**src/rtl/ex_muldiv_unit_pkg.sv**
```systemverilog
// Shared EX-stage encodings for the HI/LO mult/div unit and the control decoder.
package ex_muldiv_unit_pkg;

    localparam int MD_DATA_W = 32;

    typedef enum logic [2:0] {
        MD_MULT  = 3'd0,
        MD_MULTU = 3'd1,
        MD_DIV   = 3'd2,
        MD_DIVU  = 3'd3,
        MD_MTHI  = 3'd4,
        MD_MTLO  = 3'd5
    } md_op_e;

    typedef enum logic [1:0] {
        ST_IDLE = 2'd0,
        ST_RUN  = 2'd1,
        ST_FIX  = 2'd2
    } md_state_e;

endpackage

```
**src/rtl/muldiv_iter.sv**
```systemverilog
// One iteration of the mult/div datapath: shift-add multiply or restoring divide.
// Accumulator is {acc_hi, acc_lo}: {partial product, multiplier} or {remainder, dividend/quotient}.
module muldiv_iter #(
    parameter int DATA_W = 32
) (
    input  logic              is_div,
    input  logic [DATA_W-1:0] acc_hi,
    input  logic [DATA_W-1:0] acc_lo,
    input  logic [DATA_W-1:0] operand,
    output logic [DATA_W-1:0] hi_nxt,
    output logic [DATA_W-1:0] lo_nxt
);

    logic [DATA_W:0] sum;
    logic [DATA_W:0] trial;

    always_comb begin
        sum    = {1'b0, acc_hi} + (acc_lo[0] ? {1'b0, operand} : '0);
        // remainder < divisor, so the shifted-in trial always fits in DATA_W+1 bits
        trial  = {acc_hi, acc_lo[DATA_W-1]} - {1'b0, operand};
        hi_nxt = sum[DATA_W:1];
        lo_nxt = {sum[0], acc_lo[DATA_W-1:1]};
        if (is_div) begin
            if (!trial[DATA_W]) begin
                hi_nxt = trial[DATA_W-1:0];
                lo_nxt = {acc_lo[DATA_W-2:0], 1'b1};
            end else begin
                hi_nxt = {acc_hi[DATA_W-2:0], acc_lo[DATA_W-1]};
                lo_nxt = {acc_lo[DATA_W-2:0], 1'b0};
            end
        end
    end

endmodule

```
**src/rtl/ex_muldiv_unit.sv**
```systemverilog
// EX-stage multi-cycle multiply/divide unit owning architectural HI/LO.
// Operations run on magnitudes; signs are reapplied in the single FIX cycle.
module ex_muldiv_unit
    import ex_muldiv_unit_pkg::*;
#(
    parameter int DATA_W = MD_DATA_W
) (
    input  logic              clk,
    input  logic              reset,
    input  logic              op_valid,
    input  logic [2:0]        op,
    input  logic [DATA_W-1:0] op_a,
    input  logic [DATA_W-1:0] op_b,
    input  logic              mf_req,
    input  logic              abort,
    output logic [DATA_W-1:0] hi_o,
    output logic [DATA_W-1:0] lo_o,
    output logic              busy,
    output logic              stall_req,
    output logic              done
);

    localparam int CNT_W = $clog2(DATA_W);

    md_state_e         state;
    logic [CNT_W-1:0]  counter;
    logic [DATA_W-1:0] acc_hi, acc_lo, operand;
    logic              is_div, div0, neg_q, neg_r;
    logic [DATA_W-1:0] iter_hi, iter_lo;

    logic              op_is_md, op_signed, op_is_div, a_neg, b_neg, b_zero;
    logic [DATA_W-1:0] a_abs, b_abs;

    assign op_is_md  = (op == MD_MULT) || (op == MD_MULTU) || (op == MD_DIV) || (op == MD_DIVU);
    assign op_signed = (op == MD_MULT) || (op == MD_DIV);
    assign op_is_div = (op == MD_DIV)  || (op == MD_DIVU);
    assign a_neg     = op_signed & op_a[DATA_W-1];
    assign b_neg     = op_signed & op_b[DATA_W-1];
    assign a_abs     = a_neg ? -op_a : op_a;
    assign b_abs     = b_neg ? -op_b : op_b;
    assign b_zero    = (op_b == '0);

    assign busy      = (state != ST_IDLE);
    assign stall_req = busy & (op_valid | mf_req);

    muldiv_iter #(.DATA_W(DATA_W)) u_iter (
        .is_div  (is_div),
        .acc_hi  (acc_hi),
        .acc_lo  (acc_lo),
        .operand (operand),
        .hi_nxt  (iter_hi),
        .lo_nxt  (iter_lo)
    );

    always_ff @(posedge clk or posedge reset) begin
        if (reset) begin
            state   <= ST_IDLE;
            counter <= '0;
            acc_hi  <= '0;
            acc_lo  <= '0;
            operand <= '0;
            is_div  <= 1'b0;
            div0    <= 1'b0;
            neg_q   <= 1'b0;
            neg_r   <= 1'b0;
            hi_o    <= '0;
            lo_o    <= '0;
            done    <= 1'b0;
        end else begin
            done <= 1'b0;
            if (abort) begin
                state <= ST_IDLE;
            end else begin
                case (state)
                    ST_IDLE: begin
                        if (op_valid && op_is_md) begin
                            is_div  <= op_is_div;
                            div0    <= op_is_div & b_zero;
                            neg_q   <= a_neg ^ b_neg;
                            neg_r   <= a_neg;
                            acc_hi  <= '0;
                            // divide-by-zero keeps raw op_a so FIX can return it as HI
                            acc_lo  <= (op_is_div && b_zero) ? op_a : a_abs;
                            operand <= b_abs;
                            counter <= '0;
                            state   <= (op_is_div && b_zero) ? ST_FIX : ST_RUN;
                        end else if (op_valid && op == MD_MTHI) begin
                            hi_o <= op_a;
                        end else if (op_valid && op == MD_MTLO) begin
                            lo_o <= op_a;
                        end
                    end
                    ST_RUN: begin
                        acc_hi  <= iter_hi;
                        acc_lo  <= iter_lo;
                        counter <= counter + CNT_W'(1);
                        if (counter == CNT_W'(DATA_W-1))
                            state <= ST_FIX;
                    end
                    ST_FIX: begin
                        if (div0) begin
                            lo_o <= '1;
                            hi_o <= acc_lo;
                        end else if (is_div) begin
                            lo_o <= neg_q ? -acc_lo : acc_lo;
                            hi_o <= neg_r ? -acc_hi : acc_hi;
                        end else begin
                            {hi_o, lo_o} <= neg_q ? -{acc_hi, acc_lo} : {acc_hi, acc_lo};
                        end
                        done  <= 1'b1;
                        state <= ST_IDLE;
                    end
                    default: state <= ST_IDLE;
                endcase
            end
        end
    end

endmodule

```
**config.mk**
```make
export PLATFORM = sky130hd
export DESIGN_NAME = ex_muldiv_unit
export DESIGN_NICKNAME = d
export VERILOG_FILES = /design/src/rtl/ex_muldiv_unit_pkg.sv /design/src/rtl/muldiv_iter.sv /design/src/rtl/ex_muldiv_unit.sv
export SDC_FILE = /design/constraint.sdc
export NUM_CORES = 1
export LEC_CHECK = 0
export CORE_ASPECT_RATIO = 0.5
export CORE_MARGIN = 2
export CORE_UTILIZATION = 34
export CTS_CLUSTER_DIAMETER = 120
export CTS_CLUSTER_SIZE = 30
export DETAILED_ROUTE_END_ITERATION = 8
export GPL_TIMING_DRIVEN = 0
export SETUP_SLACK_MARGIN = 0.3
export SKIP_LAST_GASP = 1
export SYNTH_ARGS = -nofsm -noshare
export SYNTH_HDL_FRONTEND = slang
export SYNTH_HIERARCHICAL = 1
export SYNTH_SLANG_ARGS = --single-unit
export TNS_END_PERCENT = 10
```
**constraint.sdc**
```tcl
create_clock -name clk -period 8.4 [get_ports clk]
set_input_delay 1.68 -clock clk [delete_from_list [all_inputs] [get_ports clk]]
set_output_delay 1.68 -clock clk [all_outputs]
set_load 0.05 [all_outputs]
```
# Word-level counts from Yosys, hierarchy flattened

Cells that the tools add are included.
Widths: inputs -> output; s select.

Bits of input ports: 72
Output and inout port bits: 67
Logic and storage cells: 97
Register bits: 172

Reduce and logical (&&, ||, !) cells: 20
Equal/unequal tests: 15
Add/subtract/negate cells: 8
Bitwise operators: 7
Multiplexer cells: 35

Operators with widths:

| kind                | count |
|---|---|
| $mux 32             | 20 |
| $pmux 32 s2         | 4 |
| $neg 32->32         | 4 |
| $mux 64             | 1 |
| $neg 64->64         | 1 |
| $add 32x33->33      | 1 |
| $sub 33x32->33      | 1 |
| $logic_not 32->1    | 1 |
| $ne 2x2->1 const B  | 5 |
| $pmux 5 s2          | 1 |
| $mux 2              | 4 |
| $eq 3x2->1 const B  | 2 |
| $eq 3x3->1 const B  | 2 |
| $ne 3x3->1 const B  | 2 |
| $reduce_and 3->1    | 2 |
| $reduce_bool 2->1   | 3 |
| $add 5x1->5 const B | 1 |
| $eq 5x5->1 const B  | 1 |
| $logic_or 1x1->1    | 5 |
| $mux 5              | 1 |
| $reduce_and 5->1    | 1 |
| $and 1x1->1         | 4 |
| $logic_and 1x1->1   | 4 |
| $pmux 2 s2          | 1 |
| other kinds (11)    | 13 |

# Longest topological paths before layout

Gate-level depths: netlist of the first run.

Word-level depth: 8
Depth in mapped cells: 15
Depth with buffers taken out: 14

# Modules after synthesis

Netlist of the first run, hierarchy kept.

By module, submodules not included:

| module         | times used | cells an instance | area an instance (um^2) | sequential area each (um^2) |
|---|---|---|---|---|
| ex_muldiv_unit | 1          | 1,284             | 10,664.0                | 4,304.1 |
| muldiv_iter    | 1          | 683               | 4,709.5                 | 0.0 |

# Worst setup path before layout of the first run

OpenSTA, ideal clock, no wires.

Path kind: in2reg
From: input port op_b[25]
To: register acc_lo[12]
Required time: 8.262 ns
Arrival: 3.986 ns
Buffers on the path: 1
Cell stages on the path: 8
Setup slack: 4.276 ns
Setup time: 0.138 ns
Cells stage by stage: or4_1 -> or3_1 -> or4b_2 -> o21a_1 -> buf_1 -> o41ai_1 -> xor2_1 -> o22ai_1

Longest elaborated chain between the ends: 5

RTL lines:

| what                 | line                 | source |
|---|---|---|
| start, declared      | ex_muldiv_unit.sv:13 | `input logic [DATA_W-1:0] op_b,` |
| $logic_not 32->1     | ex_muldiv_unit.sv:41 | `assign b_zero = (op_b == '0);` |
| $logic_and 1x1->1    | ex_muldiv_unit.sv:83 | `acc_lo <= (op_is_div && b_zero) ? op_a : a_abs;` |
| $mux 32              | ex_muldiv_unit.sv:83 |  |
| $mux 32              | ex_muldiv_unit.sv:76 | `if (op_valid && op_is_md) begin` |
| $pmux 32 s2          | ex_muldiv_unit.sv:74 | `case (state)` |
| end signal, assigned | ex_muldiv_unit.sv:83 |  |
| end signal, assigned | ex_muldiv_unit.sv:95 | `acc_lo <= iter_lo;` |
| end, declared        | ex_muldiv_unit.sv:27 | `logic [DATA_W-1:0] acc_hi, acc_lo, operand;` |

Every way passes these cells. The select of a mux whose other input is x is not followed.
A chain may end at the register's enable or synchronous reset.

# Worst setup path after layout of the first run

From: input port op_b[17]
To: register acc_lo[30]

Same word-level chain as after synthesis.

==> key figures, run 1 <==
Placement
  – Post-DP HPWL: 46800 um
  – I/O Buffers: 135
  – Cell Area, Placed: 17500 um2
  – Routability cong.: 0.961

Clock tree
  – Setup Buffers After CTS: 0
  – CTS H-Tree Depth: 4
  – Max Buffers Root-to-Sink: 2
  – Post-CTS Resized: 0
  – Clock slew at reported path FFs: 80 ps
  – TritonCTS clock tree: yes
  – Latest clock arrival within the worst-skew pair: 470 ps
  – CTS Hold Bufs: 0
  – Total clock sinks: 172
  – Clk root buf: clkbuf_16
  – Total CTS buffers: 17

Logic synthesis
  – Top-count cell post-synth: nand2_1
  – Yosys top cell area share: 28.0%
  – Synth unique cells: 90
  – Top cells by area, synth: dfrtp_1 (28%), a21oi_1 (6.3%), xnor2_1 (6.2%), ha_1 (5.7%), nand2_1 (5.0%)
  – Cell taking the most area after synthesis: dfrtp_1
  – Synth warn: 6
  – Synth Cell Area: 15400 um2
  – Post-synthesis net count: 2111
  – Top_reg_cell synth: dfrtp_1
  – Asr flop ratio synth: 100%
  – Gate Count Post-Synth: 1967
  – Post-synth EDFFs: 0
  – Register area share after synthesis: 28.0%
  – Average size of a mapped cell: 7.82 um2
  – Top post-synthesis cells by count: nand2_1 (206), a21oi_1 (193), dfrtp_1 (172), nor2_1 (167), o21ai_0 (152)
  – Post-synthesis sequential element count: 172

STA
  – Relative slew slack: 2.93%
  – Fin crit share: 62.1%
  – # setup viols final: 0
  – Max Fclk: 192 MHz
  – Final min period: 5210 ps
  – Final Hold Fails: 0
  – Worst-margin pin slew: 1440 ps
  – Fin. max-slew vios: 0
  – Unrepaired setup endpoints after global routing: false
  – Clock Skews: 18.3 ps

Setup path
  – CP max FO: 10
  – Critical Path Sink Type: flip-flop
  – Buffers and inverters on the worst path: 2
  – Crit path largest cell delay: 700 ps
  – Crit Path Class: in2reg
  – Critical path's top delay family: simple AND/OR/NAND/NOR gates
  – Critical Path Most Common Cell: nor2_1
  – CP Cell Sequence: clkdlybuf4s50_1, or3_1, nor4_1, nand4_1, nor2_1, clkbuf_1, nor2_1, xnor2_1, o21ai_0
  – Critical path data required time: 8710 ps
  – CP max-delay cell: nand4_1
  – Worst setup SP type: primary input
  – Worst EP arrival: 5530 ps

Run
  – Max-cap violations: 0

Floorplanning
  – Initial Utilization: 34.2%
  – Die H: 154 um
  – Core box area: 44900 um2
  – Row cnt: 55
  – Die ar.: 47000 um2
  – Die Wd: 305 um
  – Io pins: 139

Layout
  – Share of cells above drive strength 1: 6.00%
  – Final net count: 2266
  – Diode count: 0
  – Util after Layout: 40.3%
  – Final instance area: 18100 um2
  – Area Overhead vs Synth: 17.8%

Drt
  – Post-DRT Antenna Nets: 0
  – Drt wl/cell: 21.8 um
  – First DRT Iteration DRCs: 1403
  – Final WL: 59500 um
  – First-pass detailed-route iteration total: 6
  – # DRC: 0
  – Routed via count: 15773
  – Via-to-Cell Ratio: 5.77

Worst hold path
  – Hold Path Class: reg2reg

Run status
  – Outcome: completed

Pwr
  – Total power: 6.14 mW
  – Power per cell area: 339 nW/um2
  – Worst VDD drop: 0.169 mV
  – Pleak: 7.32 nW

Global routing
  – First-pass GRT wire length: 91300 um
  – Largest net degree at the start of global routing: 117
  – GR Util All Layers: 25.1%
  – Initial antenna violation count: 1
  – Vias in the first global route: 15099
  – GR Overflow Total: 0
[path summary, 6_finish.rpt]
kind / from / endpoint / slack [ps] / cells after the start
setup / recovery: op_b[17] / acc_lo[30] / 3190 / 9
hold / removal: lo_o[29] / lo_o[29] / 480 / 2
setup reg to reg: acc_lo[0] / acc_hi[23] / 3880 / 14
hold reg to reg: lo_o[29] / lo_o[29] / 480 / 2
max in group asynchronous: reset / acc_lo[21] / 5880 / 3
min in group asynchronous: reset / acc_hi[3] / 1610 / 2
[report_power, final]
group	internal (mW)	switching (mW)
registers	1.08	0.405
logic	1.50	2.32
clock network	0.452	0.388
total	3.03	3.12
[tightest hold or removal path: stages, from the launching register on]
cell and delay (ps):
dfrtp_1 350, nand2_1 50, o21ai_0 60
[through the flow]
step	cells	setup TNS [ps]	hold slack (ps)	setup slack (ps)
2_1_floorplan	1967	0	445	2060
3_3_place_gp	2700	-90000	460	-539
3_5_place_dp	2701	0	469	2840
4_1_cts	2733	0	486	3310
5_1_grt	2733	0	509	3160
6_report	2733	0	483	3190
[cell type report]
| type | count | area (um2) |
|---|---|---|
| Clock inverter | 14 | 155 |
| Timing Repair Buffer | 136 | 1380 |
| Fill cell | 4622 | 26800 |
| Multi-Input combinational cell | 1614 | 10300 |
| Inverter | 61 | 236 |
| Buffer | 120 | 547 |
| Clock buffer | 18 | 439 |
| Sequential cell | 172 | 4300 |
| Tap cell | 598 | 748 |
[kinds of logic after synthesis]
logic type / after synthesis / share of synthesized area (%)
muxes: 58 / 4.09
adders and majority gates: 72 / 5.96
and+or+nand+nor: 694 / 21.9
xor gates and xnor gates: 167 / 9.64
AOI/OAI and AO/OA: 623 / 25.4
buffers and inverters: 181 / 5.05
DFF: 172 / 28.0
[layout by cell type, fill, tap and decap left out, types with 35 or more instances in the layout]
master	instances
ha_1	70
o22ai_1	43
a21oi_1	193
mux2_2	35
and2_1	40
dfrtp_1	172
xor2_1	57
nand3_1	58
clkdlybuf4s50_1	135
o21ai_0	152
nand2_1	206
nor3_1	51
xnor2_1	109
clkbuf_1	92
o31ai_1	42
nor2_1	167
inv_1	60
[layer usage]
layer,part of all wire (%),vias up,track usage (%)
li1,-,7467,-
met1,43,7499,33.0
met4,3.0,0,8.49
met5,0,-,0
met3,8.3,127,4.77
met2,46,680,41.4
[state kept, by name (all words and copies together), names as in the netlist]
register,flops
lo_o,32
operand,32
acc_lo,32
is_div,1
acc_hi,32
done,1
hi_o,32
neg_r,1
neg_q,1
div0,1
counter,5
state,2
Power figures use the tool's default switching activity.
==> run 2, diff against run 1 <==
- clock period: 8.4 -> 5.4 ns (I/O delays scaled with it)
==> key figures, run 2 (synthesis gave the netlist of run 1 again) <==
Clock tree
  – Total clock sinks: 172 (unchanged)
  – Post-CTS Resized: 0 (unchanged)
  – Clk root buf: clkbuf_16 (unchanged)
  – CTS H-Tree Depth: 4 (unchanged)
  – Total CTS buffers: 17 (unchanged)
  – Setup Buffers After CTS: 0 (unchanged)
  – TritonCTS clock tree: yes (unchanged)
  – Max Buffers Root-to-Sink: 2 (unchanged)
  – CTS Hold Bufs: 0 (unchanged)
  – Latest clock arrival within the worst-skew pair: 470 ps (about the same)
  – Clock slew at reported path FFs: 70 ps (was 80 ps)

Global routing
  – Grt met3 use: 4.48% (was 4.77%)
  – GR Util All Layers: 25.5% (was 25.1%)
  – Initial antenna violation count: 1 (unchanged)
  – Layer with the highest usage: met2 (unchanged)
  – First-pass GRT wire length: 92900 um (was 91300 um)
  – Vias in the first global route: 15412 (was 15099)
  – Met2 track demand over resource: 42.3% (was 41.4%)
  – M1 GR Usage: 33.7% (was 33.0%)
  – Largest net degree at the start of global routing: 41 (was 117)
  – GR Overflow Total: 0 (unchanged)

Setup path
  – Reg2reg end: acc_hi[23] (unchanged)
  – WP depth: 14 (was 9)
  – CP max-delay cell: o21ai_0 (was nand4_1)
  – Internal reg-to-reg setup slack: 750 ps (was 3880 ps)
  – CP Cell Sequence: clkbuf_1, and2_1, ha_1, fa_1, a211oi_1, nor2_1, o21ai_0, a21oi_1, a31oi_1, o31ai_1, xnor2_1, o22ai_1, a31o_2, a22o_1 (was clkdlybuf4s50_1, or3_1, nor4_1, nand4_1, nor2_1, clkbuf_1, nor2_1, xnor2_1, o21ai_0)
  – Reg-to-reg startpoint: acc_lo[0] (unchanged)
  – Critical path data required time: 5750 ps (was 8710 ps)
  – R2R depth: 14 (unchanged)
  – CP Launch Point: acc_lo[0] (was op_b[17])
  – Buffers and inverters on the worst path: 1 (was 2)
  – Crit Path Class: reg2reg (was in2reg)
  – Crit path largest cell delay: 610 ps (was 700 ps)
  – CP max FO: 10 (unchanged)
  – Crit path to: acc_hi[23] (was acc_lo[30])
  – Worst setup SP type: flip-flop (was primary input)
  – Critical path's top delay family: compound AO/OA/AOI/OAI gates (was simple AND/OR/NAND/NOR gates)
  – Worst EP arrival: 5000 ps (was 5530 ps)
  – Critical Path Sink Type: flip-flop (unchanged)

STA
  – Relative slew slack: 5.23% (was 2.93%)
  – Fin crit share: 86.0%
  – Clock Skews: 15.3 ps (was 18.3 ps)
  – Worst-margin pin slew: 1410 ps (was 1440 ps)
  – Final min period: 4650 ps
  – Fin. max-slew vios: 0 (unchanged)
  – # setup viols final: 0 (unchanged)
  – Setup TNS Final: 0 ps (unchanged)
  – Unrepaired setup endpoints after global routing: false (unchanged)
  – Final Hold Fails: 0 (unchanged)
  – Max Fclk: 215 MHz
  – Worst setup margin: 754 ps (was 3190 ps)

Floorplanning
  – Io pins: 139 (unchanged)
  – Die ar.: 47000 um2 (unchanged)
  – Initial Utilization: 34.2% (unchanged)
  – Die Wd: 305 um (unchanged)
  – Die H: 154 um (unchanged)
  – Row cnt: 55 (unchanged)
  – Core box area: 44900 um2 (unchanged)

Layout
  – Most frequent cells in the layout: nand2_1 (206), a21oi_1 (193), dfrtp_1 (172) (unchanged)
  – Final net count: 2269 (was 2266)
  – Area Overhead vs Synth: 18.1% (was 17.8%)
  – Share of cells above drive strength 1: 6.04% (was 6.00%)
  – Final instance area: 18200 um2 (was 18100 um2)
  – Final non-filler cell total: 2736 (was 2733)
  – Commonest non-fill, non-tap cell in the layout: nand2_1 (unchanged)
  – FILL cells: 4656 (was 4622)

Run
  – Max-cap violations: 0 (unchanged)

Placement
  – Post-DP HPWL: 47800 um (was 46800 um)
  – Placed Cells: 2704 (was 2701)
  – I/O Buffers: 135 (unchanged)
  – Routability cong.: 0.982 (was 0.961)
  – Cell Area, Placed: 17600 um2 (was 17500 um2)
  – Setup WS pre-CTS: 401 ps (was 2840 ps)

Pwr
  – Pleak: 7.34 nW (was 7.32 nW)
  – Worst VDD drop: 0.215 mV (was 0.169 mV)
  – Power per cell area: 529 nW/um2 (was 339 nW/um2)
  – Total power: 9.61 mW (was 6.14 mW)

Drt
  – # DRC: 0 (unchanged)
  – Routed via count: 15892 (was 15773)
  – Via-to-Cell Ratio: 5.81 (was 5.77)
  – Post-DRT Antenna Nets: 0 (unchanged)
  – Final WL: 60300 um (was 59500 um)
  – Drt wl/cell: 22.0 um (was 21.8 um)
  – First-pass detailed-route iteration total: 5 (was 6)
  – First DRT Iteration DRCs: 1358 (was 1403)

Worst hold path
  – Hold Path Class: reg2reg (unchanged)

Run status
  – Outcome: completed (unchanged)
==> run 2: where the power goes <==
| part | switching, mW | leakage (nW) | total [mW] | internal, mW |
|---|---|---|---|---|
| Sequential | 0.644 | 2.16 | 2.32 | 1.68 |
| Combinational | 3.63 | 4.88 | 5.96 | 2.33 |
| Clock | 0.583 | 0.296 | 1.33 | 0.744 |
| Total | 4.86 | 7.34 | 9.61 | 4.75 |
==> run 2: worst min path at each step <==
stage,to,slack (ps),startpoint,depth (start not counted)
after floorplan,counter[4],450,counter[4],2
after global placement,counter[4],460,counter[4],2
after detailed placement,lo_o[19],470,lo_o[19],2
after CTS,lo_o[19],480,lo_o[19],2
after global routing,lo_o[21],500,lo_o[21],2
final,lo_o[19],480,lo_o[19],2
==> run 2: final cells by class <==
| cell class | instances | area, um2 | area share (%) |
|---|---|---|---|
| Clock inverter | 12 | 159 | 0.875 |
| Antenna cell | 1 | 2.50 | 0.0138 |
| Timing Repair Buffer | 139 | 1430 | 7.88 |
| Tap cell | 598 | 748 | 4.12 |
| Buffer | 120 | 547 | 3.01 |
| Clock buffer | 19 | 443 | 2.44 |
| Multi-Input combinational cell | 1614 | 10300 | 56.7 |
| Sequential cell | 172 | 4300 | 23.7 |
| Inverter | 61 | 233 | 1.28 |
==> run 2: metrics by stage <==
stage	hold slack [ps]	utilization [%]
2_1_floorplan	445	-
3_3_place_gp	461	38.9
3_5_place_dp	468	39.1
4_1_cts	484	40.4
5_1_grt	498	40.4
6_report	476	40.4
==> run 2: metal layers <==
| layer | share of wire, % | wire (um) |
|---|---|---|
| met5 | 0 | 0 |
| met4 | 2.6 | 1590 |
| met3 | 7.5 | 4540 |
| met2 | 46 | 27900 |
| met1 | 44 | 26200 |
==> run 2: worst min-delay path, cell delays in order (launching register included) <==
cell and delay (ps):
dfrtp_1 340, nand2_1 50, o31ai_1 50
